$ cat config.mk
export PLATFORM = sky130hd
export DESIGN_NAME = alu_seq
export DESIGN_NICKNAME = d
export VERILOG_FILES = /design/src/rtl/alu_seq.sv
export SDC_FILE = /design/constraint.sdc
export NUM_CORES = 1
export LEC_CHECK = 0
export BUFFER_PORTS_ARGS = -buffer_cell sky130_fd_sc_hd__buf_4
export CAP_MARGIN = 20
export CELL_PAD_IN_SITES_DETAIL_PLACEMENT = 1
export CELL_PAD_IN_SITES_GLOBAL_PLACEMENT = 1
export CORE_MARGIN = 3
export CORE_UTILIZATION = 45
export CTS_CLUSTER_SIZE = 30
export DETAILED_ROUTE_END_ITERATION = 16
export PLACE_DENSITY_LB_ADDON = 0.15
export SLEW_MARGIN = 10
export SYNTH_ARGS = -nofsm -noshare
export SYNTH_HDL_FRONTEND = slang
export SYNTH_SLANG_ARGS = --single-unit
$ cat constraint.sdc
create_clock -name clk -period 4.8 [get_ports clk]
set_input_delay 0.24 -clock clk [delete_from_list [all_inputs] [get_ports clk]]
set_output_delay 0.24 -clock clk [all_outputs]
set_load 0.02 [all_outputs]
$ cat src/rtl/alu_seq.sv
// alu_seq: handshaked, tagged ALU with an iterative shift-add multiplier.
// One operation in flight: single-cycle ops land in HOLD on the accepting
// edge, MUL iterates WIDTH edges in the MUL state before landing in HOLD.
module alu_seq #(
  parameter int WIDTH  = 32,
  parameter int TAG_W  = 4,
  parameter int MUL_EN = 1
) (
  input  logic             clk,
  input  logic             rst_n,
  input  logic             in_valid,
  output logic             in_ready,
  input  logic [3:0]       in_op,
  input  logic [WIDTH-1:0] in_a,
  input  logic [WIDTH-1:0] in_b,
  input  logic [TAG_W-1:0] in_tag,
  output logic             out_valid,
  input  logic             out_ready,
  output logic [WIDTH-1:0] out_x,
  output logic [TAG_W-1:0] out_tag,
  output logic             out_err
);

  localparam int SH_W  = $clog2(WIDTH);
  localparam int CNT_W = $clog2(WIDTH);

  localparam logic [3:0] OP_ADD  = 4'd0;
  localparam logic [3:0] OP_SUB  = 4'd1;
  localparam logic [3:0] OP_AND  = 4'd2;
  localparam logic [3:0] OP_OR   = 4'd3;
  localparam logic [3:0] OP_XOR  = 4'd4;
  localparam logic [3:0] OP_SLT  = 4'd5;
  localparam logic [3:0] OP_SLTU = 4'd6;
  localparam logic [3:0] OP_SLL  = 4'd7;
  localparam logic [3:0] OP_SRL  = 4'd8;
  localparam logic [3:0] OP_SRA  = 4'd9;
  localparam logic [3:0] OP_MUL  = 4'd10;

  typedef logic [WIDTH-1:0] word_t;
  localparam word_t WIDTH_V = word_t'(WIDTH);

  typedef enum logic [1:0] {
    S_IDLE,
    S_MUL,
    S_HOLD
  } state_t;

  state_t           state_q, state_d;
  logic             rdy_q;      // low through reset and the first cycle after it
  word_t            acc_q, mcand_q, mplier_q, acc_next;
  logic [CNT_W-1:0] cnt_q;

  word_t            alu_res, sra_res;
  logic             alu_err;
  logic             shift_big;
  logic [SH_W-1:0]  shamt;
  logic             is_mul;
  logic             accept;

  // Shift helpers: any amount >= WIDTH saturates, otherwise the low bits suffice.
  assign shift_big = (in_b >= WIDTH_V);
  assign shamt     = in_b[SH_W-1:0];
  assign sra_res   = $signed(in_a) >>> shamt;

  assign is_mul    = (in_op == OP_MUL) && (MUL_EN != 0);
  assign accept    = in_valid && in_ready;
  assign out_valid = (state_q == S_HOLD);
  assign acc_next  = mplier_q[0] ? (acc_q + mcand_q) : acc_q;

  // Single-cycle result and illegal-opcode detection for the request on the inputs.
  always_comb begin
    // NOTE: every output of a combinational block gets a default first so no latch is inferred.
    alu_res = '0;
    alu_err = 1'b0;
    case (in_op)
      OP_ADD:  alu_res = in_a + in_b;
      OP_SUB:  alu_res = in_a - in_b;
      OP_AND:  alu_res = in_a & in_b;
      OP_OR:   alu_res = in_a | in_b;
      OP_XOR:  alu_res = in_a ^ in_b;
      OP_SLT:  alu_res = {{(WIDTH-1){1'b0}}, ($signed(in_a) < $signed(in_b))};
      OP_SLTU: alu_res = {{(WIDTH-1){1'b0}}, (in_a < in_b)};
      OP_SLL:  alu_res = shift_big ? '0 : (in_a << shamt);
      OP_SRL:  alu_res = shift_big ? '0 : (in_a >> shamt);
      OP_SRA:  alu_res = shift_big ? {WIDTH{in_a[WIDTH-1]}} : sra_res;
      OP_MUL:  alu_err = (MUL_EN == 0);
      default: alu_err = 1'b1;
    endcase
  end

  // Accept in IDLE, or in HOLD when the held result retires on the same edge.
  always_comb begin
    in_ready = 1'b0;
    if (rdy_q) begin
      case (state_q)
        S_IDLE:  in_ready = 1'b1;
        S_HOLD:  in_ready = out_ready;
        default: in_ready = 1'b0;
      endcase
    end
  end

  // Next-state logic.
  always_comb begin
    state_d = state_q;
    case (state_q)
      S_IDLE: begin
        if (accept) state_d = is_mul ? S_MUL : S_HOLD;
      end
      S_MUL: begin
        if (cnt_q == '0) state_d = S_HOLD;
      end
      S_HOLD: begin
        if (out_ready) begin
          if (accept) state_d = is_mul ? S_MUL : S_HOLD;
          else        state_d = S_IDLE;
        end
      end
      default: state_d = S_IDLE;
    endcase
  end

  // State register.
  always_ff @(posedge clk or negedge rst_n) begin
    // NOTE: sequential state uses non-blocking assignments so every register samples pre-edge values.
    if (!rst_n) state_q <= S_IDLE;
    else        state_q <= state_d;
  end

  // Result registers and multiplier datapath.
  always_ff @(posedge clk or negedge rst_n) begin
    if (!rst_n) begin
      rdy_q    <= 1'b0;
      out_x    <= '0;
      out_tag  <= '0;
      out_err  <= 1'b0;
      acc_q    <= '0;
      mcand_q  <= '0;
      mplier_q <= '0;
      cnt_q    <= '0;
    end else begin
      rdy_q <= 1'b1;
      if (accept) begin
        out_tag <= in_tag;
        if (is_mul) begin
          mcand_q  <= in_a;
          mplier_q <= in_b;
          acc_q    <= '0;
          cnt_q    <= CNT_W'(WIDTH - 1);
          out_err  <= 1'b0;
        end else begin
          out_x   <= alu_res;
          out_err <= alu_err;
        end
      end else if (state_q == S_MUL) begin
        acc_q    <= acc_next;
        mcand_q  <= mcand_q << 1;
        mplier_q <= mplier_q >> 1;
        cnt_q    <= cnt_q - 1'b1;
        if (cnt_q == '0) out_x <= acc_next;
      end
    end
  end

endmodule
==> flow_results.org, run 1 <==
** Logic synthesis
- In this run the mean area of a mapped cell was 7.39 um^2.
- For this run, the leading register cell type out of synthesis is sky130_fd_sc_hd__dfrtp_1.
- Ranking of synthesized cells by area :: sky130_fd_sc_hd__dfrtp_1 (21%), sky130_fd_sc_hd__ha_1 (10%), sky130_fd_sc_hd__nand2_1 (7.4%), sky130_fd_sc_hd__nor2_1 (6.3%), sky130_fd_sc_hd__a21oi_1 (5.5%)
- In the post-synthesis netlist, the cell with the most instances is sky130_fd_sc_hd__nand2_1.
- Most used standard cells in the synthesized netlist :: sky130_fd_sc_hd__nand2_1 (327), sky130_fd_sc_hd__nor2_1 (277), sky130_fd_sc_hd__a21oi_1 (181)
- Dominant combinational cell family by area after synthesis :: compound AO/OA/AOI/OAI gates
- For this run, the register share of the synthesized area comes to 21.3%.
- The netlist uses 80 different library cells.
- Synth Area in Simple Gates :: 20.1%
- Synth Area in XOR/XNOR :: 2.49%
- The synthesized design spends more area on one cell type than any other, namely sky130_fd_sc_hd__dfrtp_1.
- The number of nets handed over by synthesis was 2451.
- Count of flip-flops with a built-in enable after synthesis :: 0
- Number of instances in the synthesized netlist :: 2239
- The synthesized netlist devotes 10.4% of its cell area to adder and majority cells.
- Counting flops with an async set or reset pin after synthesis yields a share of 100%.
- Netlist area before placement :: 0.0165 mm^2
- In the synthesized netlist, mux cells make up 10.2% of the area.
- Yosys printed 0 warnings.
- Counting flops and latches in the post-synthesis netlist gives 141.
- Share of the synthesized area in the top cell type :: 21.3%
- Compound-Gate Fraction of Synth Area :: 28.8%

** Cells and area
- ANT cells :: 0
- Final Net Count :: 2465
- The layout has 4557 filler cells.
- Area of the multi-input gates :: 0.0120 mm^2
- Of the cells placed in the final design, the portion with a size suffix greater than 1 is 12.2%.
- Register Area :: 0.00353 mm^2
- The count of cells in the finished layout, fillers not included, comes to 2727.
- From synthesis to final layout, the design area changed by 10.6%.

** Critical path
- Critical-path maximum fanout :: 5
- Slack of the worst reg-to-reg path :: 0.96 ns
- Tracing the worst setup path back leads to its startpoint at mcand_q[0]$_DFFE_PN0P_.
- Worst Setup EP :: out_x[30]$_DFFE_PN0P_
- In this design, the stage delay of the slowest critical-path cell is 0.53 ns.
- The worst setup path is launched from a register.
- Crit path cell chain :: ha_1 > fa_1 > a211oi_1 > o21ai_0 > nand4_1 > a31oi_1 > a221o_1 > a21boi_1 > xnor2_1 > mux2i_1 > nor2_1 > o32a_1
- Among all stages on the critical path, the largest delay is contributed by sky130_fd_sc_hd__a221o_1.
- The worst register-to-register path begins at mcand_q[0]$_DFFE_PN0P_.
- For the worst setup path, the data arrival time is 4.15 ns.
- The endpoint identified for the worst register-to-register timing path is out_x[30]$_DFFE_PN0P_.
- The worst setup path is captured at a register.
- For the worst setup path, the data required time is 5.11 ns.
- Setup Crit Path Kind :: register to register
- Number of cell instances on the worst register-to-register path :: 12

** Routing
- In the routed layout, each cell is associated on average with a via count of 6.83.
- Routed wire per std cell :: 29.3 um
- In this run the remaining antenna-violating nets after routing total 0.
- Remaining design rule violation count :: 0
- Total length of routed wires :: 79.9 mm
- Vias after detailed routing :: 18600
- The first TritonRoute pass finished after 6 iterations.
- Drt initial violations :: 1939

** GRT
- Total global routing overflow :: 0
- The first global-routing pass estimated 118 mm of wire.
- In the global route stage, overall resource usage came out at 40.0%.
- Entering global routing, the biggest net connects 80 pins.
- Vias in the first global route :: 18400
- Antenna violations before repair :: 0

** Clocking
- TritonCTS clock tree :: built
- The clock reaches the later pin of the worst-skew pair after 0.43 ns.
- Clock edge transition at the registers on the reported setup and hold paths :: 0.07 ns
- In this run the post-CTS setup repair buffer count came out at 0.
- Number of resized instances in the post-cts repair step :: 0
- The number of clock buffers added by TritonCTS is 17.
- The clock passes through at most 2 buffers.
- CTS H-tree depth :: 4
- Clk sinks :: 141
- Root buffer selected by CTS :: sky130_fd_sc_hd__clkbuf_16

** Floorplan
- For this configuration, the core starts out at a cell density of 46.0%.
- In this run the vertical extent of the chip is 198 um.
- The floorplan step defined a die boundary enclosing 0.0391 mm^2.
- Count of boundary I/O pins :: 115
- Die W :: 198 um
- Row generation in the floorplan step produced 69 rows.
- The total area inside the core boundary comes to 0.0359 mm^2.

** Placement
- Total placed cells including tap cells :: 2693
- Final Wtd Congestion :: 1.03
- Detailed Place HPWL :: 60.5 mm
- Port bufs :: 114

** Timing
- Total count of hold-check failures in the final report :: 0
- Across the routed clock network, the largest skew measured is 0.0126 ns.
- Based on the critical path, the design can be clocked at up to 0.260 GHz.
- Worst Max-Slew Pin Slew :: 0.888 ns
- Hold WS :: 0.0100 ns
- Slew headroom :: 40.6%
- Finish-stage setup viols :: 0
- Period utilization :: 80.0%
- Final Critical Period :: 3.84 ns
- Final count of pins violating max slew :: 0
- Total negative slack :: 0 ns
- Setup repair after global routing left no endpoint under its margin.

** Outcome
- The run finished with clean final reports.

** Power and ir drop
- Largest vdd supply drop :: 323 uV
- Leakage power :: 8.14 nW
- Power density normalized to cell area :: 458 mW/mm^2

** Min path
- Hold crit path type :: input port to register

** Flow run
- Number of maximum-capacitance constraint violations :: 0
==> sequential cells by signal, summed over array words and instances (netlist names) <==
name,count
acc_q,32
cnt_q,5
mcand_q,32
mplier_q,32
out_err,1
out_tag,4
out_x,32
rdy_q,1
state_q,2
==> per-stage QoR <==
step	instance area, um^2	utilization, %	worst slack (ns)	total power, mW
final	18300	50.9	0.959	8.37
after global routing	18300	50.9	0.730	8.93
after CTS	18300	50.9	1.05	8.27
after detailed placement	17700	49.3	0.936	6.90
after global placement	17700	49.3	1.02	6.71
after floorplan	16500	-	1.06	5.31
==> worst max-delay path, delay by kind of cell, from the launching register on <==
family,cells,cell delay (ns)
xor+xnor,1,0.10
compound gates,6,1.96
fa+ha+maj,2,0.69
simple gates,2,0.35
flops,1,0.42
mux,1,0.23
==> metal layers <==
metal / global-route usage [%] / vias to the layer above / part of all wire (%)
li1: - / 8134 / -
met1: 55.4 / 9334 / 42
met2: 61.0 / 963 / 44
met3: 8.75 / 183 / 9.6
met4: 15.9 / 0 / 4.9
met5: 0 / - / 0
==> logic make-up (layout without fill, tap and decap cells) <==
| group | count (synthesis) | after routing |
|---|---|---|
| AND/OR/NAND/NOR | 784 | 784 |
| AO/OA/AOI/OAI | 729 | 729 |
| buffers and inverters | 280 | 307 |
| flip-flops | 141 | 141 |
| adder cells (fa/ha/maj) | 136 | 136 |
| multiplexers | 121 | 121 |
| XOR/XNOR | 47 | 47 |
| other | 1 | 1 |
==> final cells by class <==
cell class | count | area share [%]
Multi-Input combinational cell | 1818 | 65.4
Clock buffer | 21 | 2.63
Sequential cell | 141 | 19.3
Timing Repair Buffer | 164 | 6.85
Tap cell | 461 | 3.15
Inverter | 111 | 2.28
Clock inverter | 11 | 0.451
==> where the power goes <==
part           internal, mW  switching (mW)  total, mW
Combinational          1.88            3.04       4.92
Clock                 0.722           0.575       1.30
Sequential             1.71           0.452       2.16
==> worst min path at each step <==
stage,from,end,slack (ns),cells after the start
CTS,in_tag[2],out_tag[2]$_DFFE_PN0P_,0.003,3
floorplan,rst_n,acc_q[0]$_DFFE_PN0P_,-0.06,0
global route,in_tag[2],out_tag[2]$_DFFE_PN0P_,0.002,3
detailed placement,rst_n,out_x[30]$_DFFE_PN0P_,0.31,1
global placement,rst_n,out_x[30]$_DFFE_PN0P_,0.30,1
finish,in_tag[2],out_tag[2]$_DFFE_PN0P_,0.01,3
==> what timing repair did <==
item                                    CTS  global route
hold endpoints to repair                 69             0
hold buffers                              2             0
endpoints found under the setup margin    0             0
==> cell usage in the layout (no fill, tap or decap), drive strengths merged, types with 10 or more instances in the layout <==
cell type  Yosys  final
nand2        327    327
nor2         277    277
a21oi        181    181
buf           47    162
dfrtp        141    141
ha           133    133
o21ai        126    126
inv          109    112
a31oi        101    101
mux2i         67     67
a211oi        48     48
nor3          43     43
a21o          37     37
xnor2         37     37
nand3         36     36
mux4          36     36
o211ai        31     31
o22ai         22     22
o31ai         22     22
a221oi        21     21
clkbuf       122     21
mux2          18     18
o21bai        16     16
a22oi         16     16
nor4          15     15
nand4         14     14
nand2b        13     13
o221ai        12     12
o21a          11     11
o2111ai       11     11
a211o         10     10
xor2          10     10
(Power assumes the default switching activity.)
==> run 2: changes to the inputs <==
==> constraint.sdc (replaced) <==
create_clock -name clk -period 3.9 [get_ports clk]
set_input_delay 0.195 -clock clk [delete_from_list [all_inputs] [get_ports clk]]
set_output_delay 0.195 -clock clk [all_outputs]
set_load 0.02 [all_outputs]
==> flow_results.org, run 2 (synthesis results as in run 1) <==
** Cells and area
- Once layout is complete, the cells apart from fillers number 2761.
- Cells with a size suffix above 1 make up 13.4% of the layout.
- The net count of the finished layout is 2499.
- The library cell used most frequently in the layout, excluding fill and tap cells, is sky130_fd_sc_hd__nand2_1.
- The area growth from synthesis to layout is 12.8%.
- Leading cell types in the layout, fill and taps excluded :: sky130_fd_sc_hd__nand2_1 (325), sky130_fd_sc_hd__nor2_1 (276), sky130_fd_sc_hd__buf_4 (188), sky130_fd_sc_hd__a21oi_1 (180), sky130_fd_sc_hd__dfrtp_1 (141)
- ANT cells :: 0

** Placement
- Counting tap cells, the placed design contains a total of 2724 instances.
- The HPWL after detailed placement is 59.5 mm.
- In this run the tool buffered the top-level ports with 114 buffer cells.
- Final Wtd Congestion :: 1.01

** Critical path
- Family with the most delay on the worst path :: compound AO/OA/AOI/OAI gates
- Data on the critical path is required at its endpoint by 4.26 ns.
- For the worst setup path, the data arrival time is 3.99 ns.
- The number of buffers and inverters on the critical path is 0.
- In this run the critical register-to-register path is launched from acc_q[0]$_DFFE_PN0P_.
- Walking the worst path, the cells encountered are ha_1 > fa_1 > a211oi_1 > o21ai_1 > nand4_1 > a31oi_1 > a221o_2 > a31o_2 > a21oi_1 > xnor2_1 > mux2i_1 > o221ai_1.
- In this design, the stage delay of the slowest critical-path cell is 0.52 ns.
- Crit path launch :: acc_q[0]$_DFFE_PN0P_
- Critical Path End Type :: register
- Type of origin of the critical path :: register
- Among all stages on the critical path, the largest delay is contributed by sky130_fd_sc_hd__a221o_2.
- The critical path is of the register to register type.
- Of all nets on the critical path, the largest fanout is 5.

** Clocking
- TritonCTS created 17 clock buffers.
- Clock latency on the worst-skew pair :: 0.45 ns
- Post CTS Setup Buffer Count :: 0
- Counting every sink on the clock net gives 141.
- Number of buffers on the longest clock path :: 2
- TritonCTS clock tree :: built
- Root buffer selected by CTS :: sky130_fd_sc_hd__clkbuf_16
- Clock edge transition at the registers on the reported setup and hold paths :: 0.07 ns
- CTS built an H-tree with a depth of 4.

** Floorplan
- The die covers 0.0391 mm^2.
- Die W :: 198 um
- Pin placement for this block handled 115 I/O pins.
- Initial Utilization :: 46.0%
- After floorplanning, the core was divided into 69 placement rows.
- The region available for standard cell placement spans 0.0359 mm^2.
- Vertical die dimension :: 198 um

** Timing
- Total count of hold-check failures in the final report :: 0
- Clock skew after layout :: 0.0226 ns
- Timing would allow up to 0.275 GHz.
- The max-slew violation count was 0.
- Slew headroom :: 39.4%
- Worst Max-Slew Pin Slew :: 0.900 ns
- RSZ-0062 raised after global routing :: false
- Setup violations remaining at the end of the flow were counted as 0.
- Period utilization :: 93.1%
- Counting I/O delays and the setup requirement, the final critical path takes 3.63 ns.
- Setup total negative slack on the finished layout was measured at 0 ns.

** GRT
- Maximum number of pins on one net before global-route repair :: 84
- The first global-routing pass estimated 117 mm of wire.
- Antenna violations before repair :: 3
- Vias in the first global route :: 18600
- Total global routing overflow :: 0
- In the global route stage, overall resource usage came out at 39.3%.

** Power and ir drop
- Internal power comes to 5.46 mW.
- Of the total power, combinational logic draws 57.8%.
- Leakage power :: 8.33 nW
- Sequential cell fraction of total power :: 25.4%
- Net switching fraction of the power :: 47.4%
- Clock share of power :: 16.8%
- Net switching power figure :: 4.92 mW
- For this design the ratio of total power to cell area is 557 mW/mm^2.
- IR analysis of the VDD net gives a maximum drop of 341 uV.

** Routing
- Drt first pass iters :: 7
- Wires add up to 78.6 mm.
- Dividing the detail-routed via count by the number of cells gives 6.78.
- The routed layout has 18700 vias.
- In the final routed layout, each cell accounts on average for 28.5 um.
- The detailed router finished its first iteration with 1986 violations.
- Once detail routing completed, the nets flagged for antenna violations numbered 0.
- Remaining design rule violation count :: 0

** Min path
- The startpoint identified for the worst hold timing path is in_b[9].
- The min-delay analysis places its worst path in the category input port to register.

** Outcome
- Status :: finished clean

** Flow run
- Number of maximum-capacitance constraint violations :: 0
-- run 2: metrics by stage --
step	area [um^2]	util, %	hold WS [ns]	setup slack [ns]	power, mW
floorplan	16500	-	-0.101	0.207	6.53
CTS	18600	51.9	0.0390	0.297	10.3
global route	18600	51.9	0.0502	0.0350	11.1
finish	18600	51.9	0.0378	0.269	10.4
detailed placement	18000	50.1	0.222	0.278	8.45
global placement	18000	50.1	0.218	0.323	8.19
-- run 2: power groups by stage --
stage	sequential, mW	clock, mW	combinational [mW]
after floorplan	2.67	0	3.87
after global placement	2.61	0	5.59
after detailed placement	2.64	0	5.81
after CTS	2.62	1.76	5.89
after global routing	2.70	1.82	6.56
final	2.63	1.75	6.00
-- run 2: tightest hold or removal path: cells and delay by family --
family / cells / cell delay (ns)
compound gates: 1 / 0.07
buf+inv: 1 / 0.14
simple gates: 1 / 0.06
-- run 2: cell type report --
class | count | area [um^2]
fill | 4514 | 17300
multi-input combinational | 1818 | 12000
sequential | 141 | 3530
timing repair buffer | 198 | 1550
tap | 461 | 577
clock buffer | 18 | 429
inverter | 111 | 417
clock inverter | 14 | 181
-- run 2: metal layers --
layer / global-route usage (%) / part of all wire [%] / vias to the layer above
li1: - / - / 8214
met1: 53.7 / 41 / 9334
met2: 59.9 / 44 / 967
met3: 8.95 / 9.9 / 189
met4: 17.1 / 5.0 / 4
met5: 0 / 0.034 / -
-- run 2: path summary, 6_finish.rpt --
| check | end | slack [ns] | cells after the start |
|---|---|---|---|
| worst max-delay path | out_x[28]$_DFFE_PN0P_ | 0.27 | 12 |
| worst min-delay path | mplier_q[9]$_DFFE_PN0P_ | 0.04 | 3 |
| worst max register to register | out_x[28]$_DFFE_PN0P_ | 0.27 | 12 |
| worst min register to register | out_tag[0]$_DFFE_PN0P_ | 0.47 | 2 |
| max in group asynchronous | mplier_q[1]$_DFFE_PN0P_ | 2.68 | 3 |
| min in group asynchronous | out_x[0]$_DFFE_PN0P_ | 0.30 | 2 |
-- run 2: repair_timing --
action	in CTS	in global routing
resized for setup	0	2
endpoints found under the setup margin	0	1
hold buffers	5	0
endpoints found under the hold margin	65	0
